**config.mk**
```make
export PLATFORM = sky130hd
export DESIGN_NAME = inst_fetch_unit
export DESIGN_NICKNAME = d
export VERILOG_FILES = /design/src/rtl/fetch_pkg.sv /design/src/rtl/fetch_fifo.sv /design/src/rtl/inst_fetch_unit.sv
export SDC_FILE = /design/constraint.sdc
export NUM_CORES = 1
export LEC_CHECK = 0
export BUFFER_PORTS_ARGS = -buffer_cell sky130_fd_sc_hd__buf_2
export CORE_ASPECT_RATIO = 0.75
export CORE_UTILIZATION = 55
export CTS_BUF_LIST = sky130_fd_sc_hd__clkbuf_4
export CTS_CLUSTER_SIZE = 25
export DETAILED_ROUTE_END_ITERATION = 16
export GPL_ROUTABILITY_DRIVEN = 0
export PLACE_DENSITY_LB_ADDON = 0.08
export SYNTH_ARGS = -nofsm -noshare
export SYNTH_HDL_FRONTEND = slang
export SYNTH_SLANG_ARGS = --single-unit
```
**constraint.sdc**
```tcl
create_clock -name i_clk -period 3.02 [get_ports i_clk]
set_input_delay 0.151 -clock i_clk [delete_from_list [all_inputs] [get_ports i_clk]]
set_output_delay 0.151 -clock i_clk [all_outputs]
set_load 0.05 [all_outputs]
```
**src/rtl/fetch_pkg.sv**
```systemverilog
// Shared definitions for the instruction fetch stage: opcodes, FSM states and field widths.
package fetch_pkg;

  localparam int unsigned INST_W = 8;

  localparam logic [1:0] OP_NOP  = 2'b00;
  localparam logic [1:0] OP_ADD  = 2'b01;
  localparam logic [1:0] OP_SET  = 2'b10;
  localparam logic [1:0] OP_NAND = 2'b11;

  typedef enum logic [1:0] {
    StIdle  = 2'd0,
    StFetch = 2'd1,
    StDrain = 2'd2,
    StDone  = 2'd3
  } fetch_state_e;

endpackage

```
**src/rtl/fetch_fifo.sv**
```systemverilog
// Prefetch FIFO: wrap-around pointers with an explicit occupancy count; flush empties it.
module fetch_fifo
  import fetch_pkg::*;
#(
  parameter int unsigned FIFO_DEPTH = 4,
  parameter int unsigned CW         = $clog2(FIFO_DEPTH) + 1
) (
  input  logic              i_clk,
  input  logic              i_rst,
  input  logic              i_push,
  input  logic              i_pop,
  input  logic              i_flush,
  input  logic [INST_W-1:0] i_data,
  output logic [INST_W-1:0] o_head,
  output logic [CW-1:0]     o_count,
  output logic              o_empty
);

  localparam int unsigned PW = $clog2(FIFO_DEPTH);
  localparam logic [CW-1:0] CountMax = FIFO_DEPTH[CW-1:0];

  logic [INST_W-1:0] r_mem [FIFO_DEPTH];
  logic [PW-1:0]     r_wptr;
  logic [PW-1:0]     r_rptr;
  logic [CW-1:0]     r_count;
  logic              w_push;
  logic              w_pop;

  assign w_push = i_push && (r_count != CountMax);
  assign w_pop  = i_pop && (r_count != '0);

  always_ff @(posedge i_clk or posedge i_rst) begin
    if (i_rst) begin
      r_wptr  <= '0;
      r_rptr  <= '0;
      r_count <= '0;
    end else if (i_flush) begin
      r_wptr  <= '0;
      r_rptr  <= '0;
      r_count <= '0;
    end else begin
      if (w_push) r_wptr <= r_wptr + {{(PW-1){1'b0}}, 1'b1};
      if (w_pop)  r_rptr <= r_rptr + {{(PW-1){1'b0}}, 1'b1};
      unique case ({w_push, w_pop})
        2'b10:   r_count <= r_count + {{(CW-1){1'b0}}, 1'b1};
        2'b01:   r_count <= r_count - {{(CW-1){1'b0}}, 1'b1};
        default: r_count <= r_count;
      endcase
    end
  end

  // Storage is not reset; the count alone defines which entries are live.
  always_ff @(posedge i_clk) begin
    if (w_push && !i_flush) r_mem[r_wptr] <= i_data;
  end

  assign o_head  = r_mem[r_rptr];
  assign o_count = r_count;
  assign o_empty = (r_count == '0);

endmodule

```
**src/rtl/inst_fetch_unit.sv**
```systemverilog
// Instruction fetch stage: program memory, pc, credit-based read issue and stream FSM.
// Optional build macro FETCH_NOP_SKIP_EN drops op==00 words at push.
module inst_fetch_unit
  import fetch_pkg::*;
#(
  parameter int unsigned IMEM_DEPTH = 16,
  parameter int unsigned FIFO_DEPTH = 4,
  parameter int unsigned AW         = $clog2(IMEM_DEPTH)
) (
  input  logic              i_clk,
  input  logic              i_rst,
  input  logic              i_prog_we,
  input  logic [AW-1:0]     i_prog_addr,
  input  logic [INST_W-1:0] i_prog_data,
  input  logic              i_start,
  input  logic [AW:0]       i_prog_len,
  input  logic              i_flush,
  output logic [INST_W-1:0] o_inst,
  output logic              o_inst_valid,
  input  logic              i_inst_ready,
  output logic              o_busy,
  output logic              o_done
);

  localparam int unsigned FCW = $clog2(FIFO_DEPTH) + 1;
  localparam logic [AW:0]  LenMax = IMEM_DEPTH[AW:0];
  localparam logic [FCW:0] OccMax = FIFO_DEPTH[FCW:0];

  fetch_state_e      r_state;
  fetch_state_e      w_state_d;
  logic [AW:0]       r_pc;
  logic [AW:0]       r_len;
  logic              r_rd_pend;
  logic [INST_W-1:0] r_rd_data;
  logic [INST_W-1:0] r_mem [IMEM_DEPTH];

  logic              w_start_ok;
  logic              w_we_ok;
  logic [AW:0]       w_len_clamped;
  logic [FCW:0]      w_occ;
  logic              w_issue;
  logic              w_push;
  logic              w_pop;
  logic [INST_W-1:0] w_head;
  logic [FCW-1:0]    w_count;
  logic              w_empty;

  assign w_start_ok    = (r_state == StIdle) && i_start && !i_flush;
  assign w_we_ok       = (r_state == StIdle) && i_prog_we;
  assign w_len_clamped = (i_prog_len > LenMax) ? LenMax : i_prog_len;

  // Words already in the FIFO plus the one in flight from memory must leave room.
  assign w_occ   = {1'b0, w_count} + {{FCW{1'b0}}, r_rd_pend};
  assign w_issue = (r_state == StFetch) && (r_pc < r_len) && (w_occ < OccMax) && !i_flush;

`ifdef FETCH_NOP_SKIP_EN
  assign w_push = r_rd_pend && (r_rd_data[7:6] != OP_NOP);
`else
  assign w_push = r_rd_pend;
`endif

  assign w_pop = o_inst_valid && i_inst_ready;

  always_comb begin
    w_state_d = r_state;
    unique case (r_state)
      StIdle:  if (w_start_ok) w_state_d = StFetch;
      StFetch: if (r_pc == r_len) w_state_d = StDrain;
      StDrain: if (w_empty && !r_rd_pend) w_state_d = StDone;
      StDone:  w_state_d = StIdle;
      default: w_state_d = StIdle;
    endcase
    if (i_flush) w_state_d = StIdle;
  end

  always_ff @(posedge i_clk or posedge i_rst) begin
    if (i_rst) begin
      r_state   <= StIdle;
      r_pc      <= '0;
      r_len     <= '0;
      r_rd_pend <= 1'b0;
    end else begin
      r_state <= w_state_d;
      if (i_flush) begin
        r_pc      <= '0;
        r_rd_pend <= 1'b0;
      end else begin
        r_rd_pend <= w_issue;
        if (w_start_ok) begin
          r_pc  <= '0;
          r_len <= w_len_clamped;
        end else if (w_issue) begin
          r_pc <= r_pc + {{AW{1'b0}}, 1'b1};
        end
      end
    end
  end

  // A write in the start cycle lands before the first read, which issues a cycle later.
  always_ff @(posedge i_clk) begin
    if (w_we_ok) r_mem[i_prog_addr] <= i_prog_data;
    if (w_issue) r_rd_data <= r_mem[r_pc[AW-1:0]];
  end

  fetch_fifo #(
    .FIFO_DEPTH(FIFO_DEPTH)
  ) u_fifo (
    .i_clk  (i_clk),
    .i_rst  (i_rst),
    .i_push (w_push),
    .i_pop  (w_pop),
    .i_flush(i_flush),
    .i_data (r_rd_data),
    .o_head (w_head),
    .o_count(w_count),
    .o_empty(w_empty)
  );

  assign o_inst_valid = !w_empty;
  assign o_inst       = o_inst_valid ? w_head : '0;
  assign o_busy       = (r_state != StIdle);
  assign o_done       = (r_state == StDone);

endmodule

```
==> Word-level counts from Yosys, hierarchy flattened <==
Memory sizes are Yosys's and may differ from the RTL's. A register that Yosys moved wholly into a read port is not among the register bits.
Cells that the tools add are included.
{ "totals": {"reg_bits": 20, "n_memories": 2, "ramBits": 160, "wordCells": 74, "output_inout_bits": 11} }
{ "mem_list": {"columns": ["name", "words", "word_bits", "rd", "rd_ports_with_merged_regs", "wr", "line_no", "rtl"], "rows": [
  ["r_mem", 16, 8, 1, 1, 1, "inst_fetch_unit.sv:35", "logic [INST_W-1:0] r_mem [IMEM_DEPTH];"],
  ["u_fifo.r_mem", 4, 8, 1, 0, 1, "fetch_fifo.sv:22", "logic [INST_W-1:0] r_mem [FIFO_DEPTH];"]
]} }
{ "op_classes": {"n_bitwise": 1, "eq_ne": 10, "muxes": 21, "n_lt_le_gt_ge": 3, "n_addsub": 6, "reduce_logical": 24} }
{ "op_table": {"columns": ["operator", "count"], "rows": [
  ["2-to-1 mux 5 bit", 4],
  ["2-to-1 mux 2 bit", 8],
  ["logical AND 1 bit", 11],
  ["inequality test 3 bit (second input constant)", 3],
  ["nonzero test 3 bit", 3],
  ["2-to-1 mux 8 bit", 1],
  ["one-hot mux 2 bit (4 select lines)", 1],
  ["equality test 2 bit (second input constant)", 3],
  ["one-hot mux 3 bit (2 select lines)", 1],
  ["nonzero test 2 bit", 3],
  ["adder 5 x 1 -> 5 bit (second input constant)", 1],
  ["equality test 5 bit", 1],
  ["greater-than comparator 5 bit (second input constant)", 1],
  ["< comparator 5 bit", 1],
  ["2-to-1 mux 1 bit", 5],
  ["adder 2 x 1 -> 2 bit (second input constant)", 2],
  ["adder 3 x 1 -> 4 bit", 1],
  ["equality test 2 x 1 -> 1 bit (second input constant)", 2],
  ["< comparator 4 x 3 -> 1 bit (second input constant)", 1],
  ["adder 3 x 1 -> 3 bit (second input constant)", 1],
  ["logical NOT 1 bit", 3],
  ["logical NOT 3 bit", 1],
  ["2-to-1 mux 3 bit", 1],
  ["inequality test 3 x 2 -> 1 bit (second input constant)", 1],
  ["5 further kinds", 5]
]} }

==> Depth between registers and ports, before layout <==
Gate-level depths: netlist of run 1.
{ "depth": {"ltp_word": 7, "ltp_mapped": 8, "ltp_nobuf": 6} }

==> Modules after synthesis <==
Synthesis of run 1 repeated with hierarchy kept, for this count alone.
{ "unflattened": {"hier_cells": 435, "hier_area_um2": 7796.2} }
{ "by_module_without_submodules": {"columns": ["module", "cells_each", "area_per_inst_um2", "n_inst"], "rows": [
  ["inst_fetch_unit", 328, 6039.5, 1],
  ["fetch_fifo", 107, 1756.7, 1]
]} }

==> Worst setup path after synthesis of run 1 <==
OpenSTA, ideal clock, no wires.
{ "synth_path": {"path_type": "register -> register", "from": "reg r_state[0]", "to": "mem r_mem[0][0], enable pin", "required_time_ns": 2.637, "path_stages_with_launch": 7, "arrival_ns": 1.894, "setup_ns": 0.383, "path_slack_ns": 0.742, "path_cell_list": "dfrtp_1 -> inv_1 -> ha_1 -> clkbuf_1 -> nand2_1 -> or3_1 -> nor3_1"} }
{ "synth_via": {"elab_chain_cells": 4} }
{ "synth_rtl": {"columns": ["element", "line_no", "rtl"], "rows": [
  ["start, declared", "inst_fetch_unit.sv:29", "fetch_state_e r_state;"],
  ["start signal, assigned", "inst_fetch_unit.sv:78", "r_state <= StIdle;"],
  ["start signal, assigned", "inst_fetch_unit.sv:83", "r_state <= w_state_d;"],
  ["logical NOT 2 bit", "inst_fetch_unit.sv:49", "assign w_we_ok = (r_state == StIdle) && i_prog_we;"],
  ["logical AND 1 bit", "inst_fetch_unit.sv:49", null],
  ["2-to-1 mux 1 bit", "inst_fetch_unit.sv:101", "if (w_we_ok) r_mem[i_prog_addr] <= i_prog_data;"],
  ["2-to-1 mux 1 bit (not written as such)", "inst_fetch_unit.sv:101", null],
  ["end, declared", "inst_fetch_unit.sv:35", null]
]} }
No other way between the ends.

==> Worst setup path after layout of run 1 <==
{ "layout_path": {"from": "reg u_fifo.r_rptr[0]", "to": "out o_inst[3]"} }
{ "layout_via": {"elab_chain_cells": 2} }
{ "layout_rtl": {"columns": ["element", "line_no", "rtl"], "rows": [
  ["start, declared", "fetch_fifo.sv:24", "logic [PW-1:0] r_rptr;"],
  ["start signal, assigned", "fetch_fifo.sv:43", "if (w_pop) r_rptr <= r_rptr + {{(PW-1){1'b0}}, 1'b1};"],
  ["memory (4 x 8 bit)", null, null],
  ["2-to-1 mux 8 bit", "inst_fetch_unit.sv:120", "assign o_inst = o_inst_valid ? w_head : '0;"],
  ["end, declared", "inst_fetch_unit.sv:18", "output logic [INST_W-1:0] o_inst,"]
]} }
No other way between the ends.

==> metrics.txt, run 1 <==
Post-Layout Inst Area 8620 um2; Fill cells 942; beginning of the worst hold path i_prog_addr[2]; DR DRC count 4; Vias/cell 5.84; std cell rows 36; fmax 411 MHz; FF-to-FF setup slack 0.69 ns; Worst R2R Path Depth 6; RSZ-0062 raised after global routing false; Final Setup Violations 0; clk sinks 188; IR drop worst, VDD 0.541 mV; largest family of logic cells by synthesized area multiplexers; Final Core Density 64.9%; insertion delay to the later sink of the worst-skew pair 0.55 ns; violated checks DRC; die width 138 um; number of CTS-inserted buffers 17; Antenna Cells 0; Root Driver clkbuf_4; IO Pins 34; DR WL/cell 21.3 um; TritonRoute pass-1 iters 10; Total Wirelength 14500 um; setup total negative slack 0 ns; setup slack after layout 0.585 ns; IO Port Bufs 33; P per Cell Area 689 nW/um2; Nets 532; Synth top area share 65.9%; Worst-path clk slew 0.16 ns; CORE AREA 13300 um2; Syn-to-layout area delta 12.5%; Die Y 104 um; Fin. Hold Viols 0; hold endpoint r_mem[0][0]$_DFFE_PP_; CTS max path bufs 2; Post-synth top cells edfxtp_1 (168), mux4_2 (40), nor2_1 (24), nand2_1 (21), dfrtp_1 (20); pre-CTS setup slack 0.634 ns; Setup CP Type reg -> out; Syn Inst Count 418; first-pass GRT wire length 22500 um; count leader, synth edfxtp_1; Hold WS 0.0796 ns; adder-cell share of the synthesized area 2.55%; share of cells above drive strength 1 25.6%; fraction of synthesized area in multiplexers 12.6%; CTS tree yes; net count after synthesis 456; Synth Area in XOR/XNOR 0.457%; Synth Area in Compound Gates 3.66%; Total Die Area 14400 um2; area leader, netlist edfxtp_1; Overflow after GRT 0; H-tree depth 4; DP Wirelength 9380 um; number of synthesized register bits 188; Setup Skew 0.0227 ns; max-slew violations 0; Post-Syn Area per Cell 18.3 um2; Post-synth top flop edfxtp_1; R2R Path End r_mem[0][6]$_DFFE_PP_; Area contributors post-synth edfxtp_1 (66%), mux4_2 (12%), dfrtp_1 (6.5%); area of placed instances 8100 um2; Critical Path End Type output pin; Crit path required time 2.87 ns; leak pwr 0.00295 uW; status finished, violations left; relative slew slack 46.9%; GRT Total Usage 21.8%; Yosys warning total 0; Netlist cell types 42; startpoint types flop; hold-critical path depth 2; register area share after synthesis 72.4%; Sequential Area 5550 um2; critical-path maximum fanout 10; Starting Density 57.6%; reg-to-reg startpoint r_state[0]$_DFFE_PP0P_; initial detailed-routing violation count 350; Slew @ Worst Pin 0.796 ns; mapped cell area 7660 um2; PostCTS Resize Cnt 0; area of the multi-input gates 1990 um2; DR vias 3958; number of synthesized flops with an enable pin 168; Max Cap Violations 0; Post-Synth Simple-Gate Area 6.71%; Final ANT Viol Nets 0; CP Data Arrival Time 2.28 ns; vias in the first global route 3942; largest net degree at the start of global routing 37; initial antenna violation count 0; min-delay worst type in -> reg; asr flop ratio synth 10.6%; post-route minimum period 2.44 ns; period utilisation layout 80.6%
-- routing by layer --
layer  up-vias  part of all wire, %  track usage (%)
li1       1807                    -                -
met1      2022                   49             33.9
met2       101                   44             30.5
met3        28                  5.0             4.88
met4         0                  2.1             7.38
met5         -                    0                0
-- layout make-up --
cell class / instances / share of cell area [%]
clock inverters: 15 / 1.96
clock buffers: 17 / 1.48
well taps: 171 / 2.48
repair buffers: 74 / 6.13
inverters: 12 / 0.523
flip-flops and latches: 188 / 64.3
multi-input cells: 201 / 23.1
-- how the worst max path moves through the flow --
| stage | start | end | slack [ns] |
|---|---|---|---|
| 3_3_place_gp | r_state[0]$_DFFE_PP0P_ | r_mem[0][7]$_DFFE_PP_ | 0.69 |
| 5_1_grt | u_fifo.r_rptr[0]$_DFFE_PP0P_ | o_inst[6] | 0.42 |
| 4_1_cts | u_fifo.r_rptr[0]$_DFFE_PP0P_ | o_inst[3] | 0.50 |
| 2_1_floorplan | r_state[0]$_DFFE_PP0P_ | r_mem[0][0]$_DFFE_PP_ | 0.74 |
| 6_report | u_fifo.r_rptr[0]$_DFFE_PP0P_ | o_inst[3] | 0.58 |
| 3_5_place_dp | r_state[0]$_DFFE_PP0P_ | r_mem[0][7]$_DFFE_PP_ | 0.63 |
-- where the power goes --
group          switching [uW]  internal, uW
combinational             858           518
sequential                148          3010
clock                     831           576
total                    1840          4100
-- sequential cells by signal (all words and copies together) (netlist names) --
signal / flops
r_rd_pend: 1
u_fifo.r_rptr: 2
u_fifo.r_mem: 32
r_rd_data: 8
r_pc: 5
r_mem: 128
u_fifo.r_wptr: 2
r_state: 2
u_fifo.o_count: 3
r_len: 5
-- critical path, cell delays in order (launching register included) --
cell and delay (ns):
dfrtp_1 0.76, mux4_2 0.59, and2_1 0.17, buf_2 0.20
-- cells in the final DEF, fill, tap and decap left out, types with 3 or more instances in the layout --
cell type	instances
a21oi_1	7
a22oi_1	16
and2_1	13
buf_2	33
buf_4	19
bufinv_16	3
clkbuf_4	17
clkinv_1	3
clkinv_2	3
dfrtp_1	19
dlygate4sd3_1	22
edfxtp_1	168
ha_1	14
inv_1	11
inv_6	4
mux2_1	3
mux2i_1	3
mux4_2	40
nand2_1	21
nand2b_1	11
nand3_1	6
nor2_1	24
nor2b_1	3
nor3_1	4
o21ai_1	6
o31ai_1	3
or3_1	3
or4_1	3
-- logic make-up after synthesis --
group                    after synthesis
buffers and inverters                 29
AO/OA/AOI/OAI                         40
AND/OR/NAND/NOR                       96
adder cells (fa/ha/maj)               15
flip-flops                           188
multiplexers                          46
XOR/XNOR                               4
-- stage by stage --
| step | total power, uW | cells |
|---|---|---|
| floorplan | 4190 | 418 |
| global placement | 4540 | 624 |
| detailed placement | 4570 | 624 |
| CTS | 5970 | 678 |
| global route | 6200 | 678 |
| finish | 5940 | 678 |
-- timing repair --
action | CTS | global route
setup buffers | 0 | 0
hold buffers | 22 | 0
hold endpoints to repair | 164 | 0
(Power assumes the default switching activity.)
==> run 2: changes to the inputs <==
--- a/config.mk
+++ b/config.mk
@@ -5,6 +5,7 @@
 export SDC_FILE = /design/constraint.sdc
 export NUM_CORES = 1
 export LEC_CHECK = 0
+export ABC_AREA = 1
 export BUFFER_PORTS_ARGS = -buffer_cell sky130_fd_sc_hd__buf_2
 export CORE_ASPECT_RATIO = 0.75
 export CORE_UTILIZATION = 55
==> constraint.sdc (replaced) <==
create_clock -name i_clk -period 2.12 [get_ports i_clk]
set_input_delay 0.106 -clock i_clk [delete_from_list [all_inputs] [get_ports i_clk]]
set_output_delay 0.106 -clock i_clk [all_outputs]
set_load 0.05 [all_outputs]
==> metrics.txt, run 2 <==
status finished, final reports clean; CORE AREA 14000 um2 (+5.6%); most used cell, CP nor2_1; Worst R2R Path Depth 7 (+1); Setup CP Type reg -> out; Root Driver clkbuf_4; area of the multi-input gates 2150 um2 (+8.2%); Sequential Area 5550 um2 (about the same); Reg power frac 46.8% (-6.3 points); Final ANT Viol Nets 0 (unchanged); Critical Path End Type output pin; CTS max path bufs 2 (unchanged); IO Pins 34 (unchanged); most common cell after layout, fill and taps aside nor2_1; DP Wirelength 11600 um (+24%); Fill cells 1071 (+14%); Netlist cell types 27 (-36%); std cell rows 37 (+2.8%); area leader, netlist edfxtp_1; startpoint types flop; R2R Path End r_mem[5][0]$_DFFE_PP_; area of placed instances 8540 um2 (+5.4%); CP Data Arrival Time 1.90 ns (-0.38 ns); Int Pwr 6180 uW (+51%); largest net degree at the start of global routing 45 (+22%); first-pass GRT wire length 28000 um (+25%); crit path capture o_inst[1]; leak pwr 0.00352 uW (+19%); number of synthesized flops with an enable pin 168 (unchanged); Total Wirelength 17800 um (+23%); RSZ-0062 raised after global routing false; mapped cell area 8070 um2 (+5.4%); GRT Total Usage 25.6% (+3.8 points); asr flop ratio synth 10.6% (unchanged); reg-to-reg startpoint r_state[0]$_DFFE_PP0P_; Final Setup Violations 0 (unchanged); die width 142 um (+2.6%); net count after synthesis 769 (+69%); Net Sw Frac 35.3% (+4.4 points); count leader, synth nor2_1; Max Cap Violations 0 (unchanged); Die Y 107 um (+2.6%); max-slew violations 0 (unchanged); Post-Layout Inst Area 9100 um2 (+5.5%); Post-Syn Area per Cell 11.0 um2 (-40%); post-route minimum period 2.00 ns; Setup Skew 0.0150 ns (-0.00774 ns); Post-synth top flop edfxtp_1; CP max stage cell dfrtp_4; register area share after synthesis 68.7% (-3.7 points); CTS tree yes; largest register by flop count r_mem; Starting Density 57.5% (-0.11 points); DR WL/cell 17.6 um (-18%); number of synthesized register bits 188 (unchanged); Yosys warning total 0 (unchanged); commonest cells after routing, fill and taps aside nor2_1 (181), edfxtp_1 (168), nand2_1 (109), o21ai_0 (63), inv_1 (42); relative slew slack 47.3% (+0.38 points); Total Die Area 15200 um2 (+5.3%); Slew @ Worst Pin 0.790 ns (-0.00563 ns); Fin. Hold Viols 0 (unchanged); IO Port Bufs 33 (unchanged); clk sinks 188 (unchanged); Syn-to-layout area delta 12.7%; number of CTS-inserted buffers 17 (unchanged); fmax 499 MHz; Post-synth top cells nor2_1 (182), edfxtp_1 (168), nand2_1 (109), o21ai_0 (63), inv_1 (42); min-delay worst type in -> reg; logic gate share of total power 31.2% (+8.0 points); number of flip-flops in the largest register 128 (unchanged); Crit. Startpoint u_fifo.r_rptr[0]$_DFFE_PP0P_; worst path cell trace buf_4 -> nor2_1 -> nor2_1 -> o21ai_0 -> a21oi_1 -> buf_2; DR vias 5463 (+38%); Vias/cell 5.39 (-7.7%); Psw 3380 uW (+84%); DR DRC count 0 (-4); Area contributors post-synth edfxtp_1 (63%), nor2_1 (8.5%), dfrtp_1 (6.2%); Critical Path Max Stage Delay 0.48 ns (-0.28 ns); IR drop worst, VDD 0.810 mV (+50%); clock share of power 22.0% (-1.7 points); vias in the first global route 5307 (+35%); Crit path required time 2.01 ns (-0.86 ns); critical-path maximum fanout 9 (-1); Syn Inst Count 731 (+75%); TritonRoute pass-1 iters 5 (-5); Synth top area share 62.5% (-3.4 points); period utilisation layout 94.5%; P per Cell Area 1050 nW/um2 (+53%); Antenna Cells 0 (unchanged); share of cells above drive strength 1 13.7% (-12 points); initial detailed-routing violation count 695 (+99%); Overflow after GRT 0 (unchanged); FF-to-FF setup slack 0.17 ns (-0.52 ns); insertion delay to the later sink of the worst-skew pair 0.57 ns (+0.02 ns); H-tree depth 4 (unchanged); Worst-path clk slew 0.14 ns (-0.02 ns); largest registers r_mem x128, u_fifo.r_mem x32, r_rd_data x8; setup total negative slack 0 ns (unchanged); Nets 846 (+59%); initial antenna violation count 0 (unchanged)
==> run 2: changes by cell type in the layout (fill, tap and decap cells not counted), moves of 6 or more <==
cell and change:
a22oi_1 -16, clkbuf_4 +6, o21ai_1 +20, nand2_1 +88, and2_1 -13, nand2b_1 -11, nor2_1 +157, o211ai_1 +8
o21ai_0 +62, nand3_1 +28, inv_1 +31, a21oi_1 +7, mux4_2 -40, buf_4 +14
==> run 2: worst min-delay path by stage <==
stage                        start                      endpoint  slack (ns)  cells past startpoint
floorplan                    i_rst          r_len[0]$_DFFE_PP0P_        0.07                      1
finish              i_prog_addr[3]         r_mem[9][4]$_DFFE_PP_        0.19                      4
detailed placement           i_rst  u_fifo.r_rptr[1]$_DFFE_PP0P_        0.29                      2
global placement             i_rst  u_fifo.r_wptr[0]$_DFFE_PP0P_        0.29                      2
CTS                 i_prog_addr[3]         r_mem[9][0]$_DFFE_PP_        0.15                      4
global route        i_prog_addr[3]        r_mem[15][6]$_DFFE_PP_        0.19                      4
==> run 2: critical path: cells and delay by family (launching register included) <==
kind | cells | cell delay (ns)
flops | 1 | 0.48
buf+inv | 2 | 0.46
compound gates | 2 | 0.25
simple gates | 2 | 0.14
==> run 2: cell families (layout without fill, tap and decap cells) <==
| kind of cell | count (synthesis) | after routing | synth area share (%) |
|---|---|---|---|
| simple gates | 335 | 335 | 16.6 |
| flops | 188 | 188 | 68.7 |
| compound gates | 113 | 113 | 7.33 |
| buf+inv | 78 | 166 | 4.73 |
| fa+ha+maj | 15 | 15 | 2.42 |
| xor+xnor | 2 | 2 | 0.217 |
==> run 2: repair_timing <==
action,4_1_cts,5_1_grt
setup endpoints to repair,8,9
gates resized for setup,5,6
buffers inserted,0,2
hold buffers,19,0
hold endpoints to repair,165,0
==> run 2: layer usage <==
layer	GRT usage [%]	up-vias	share of wire [%]
li1	-	2636	-
met2	37.3	206	44
met1	38.8	2600	48
met5	0	-	0
met3	4.60	21	6.8
met4	9.22	0	1.6
==> run 2: power groups by stage <==
stage	sequential, uW	combinational, uW	clock (uW)
final	4480	2980	2100
after global routing	4500	3330	2280
after CTS	4500	2880	2140
after detailed placement	4580	2830	0
after global placement	4570	2770	0
after floorplan	4500	2160	0
==> run 2: cell type report <==
class / count / area share (%)
clock buffers: 19 / 1.57
clock inverters: 11 / 1.86
flip-flops and latches: 188 / 61.0
inverters: 50 / 2.10
well taps: 195 / 2.68
multi-input cells: 465 / 23.7
repair buffers: 86 / 7.12
==> run 2: stage by stage <==
step	utilization, %	power, uW	hold slack [ns]	std cells	setup WS (ns)
global placement	60.9	7340	0.286	963	0.251
finish	64.9	9560	0.190	1014	0.116
CTS	64.5	9520	0.150	1012	0.00640
detailed placement	60.9	7410	0.293	963	0.159
floorplan	-	6660	0.0698	731	0.194
global route	64.9	10100	0.188	1014	0.0114
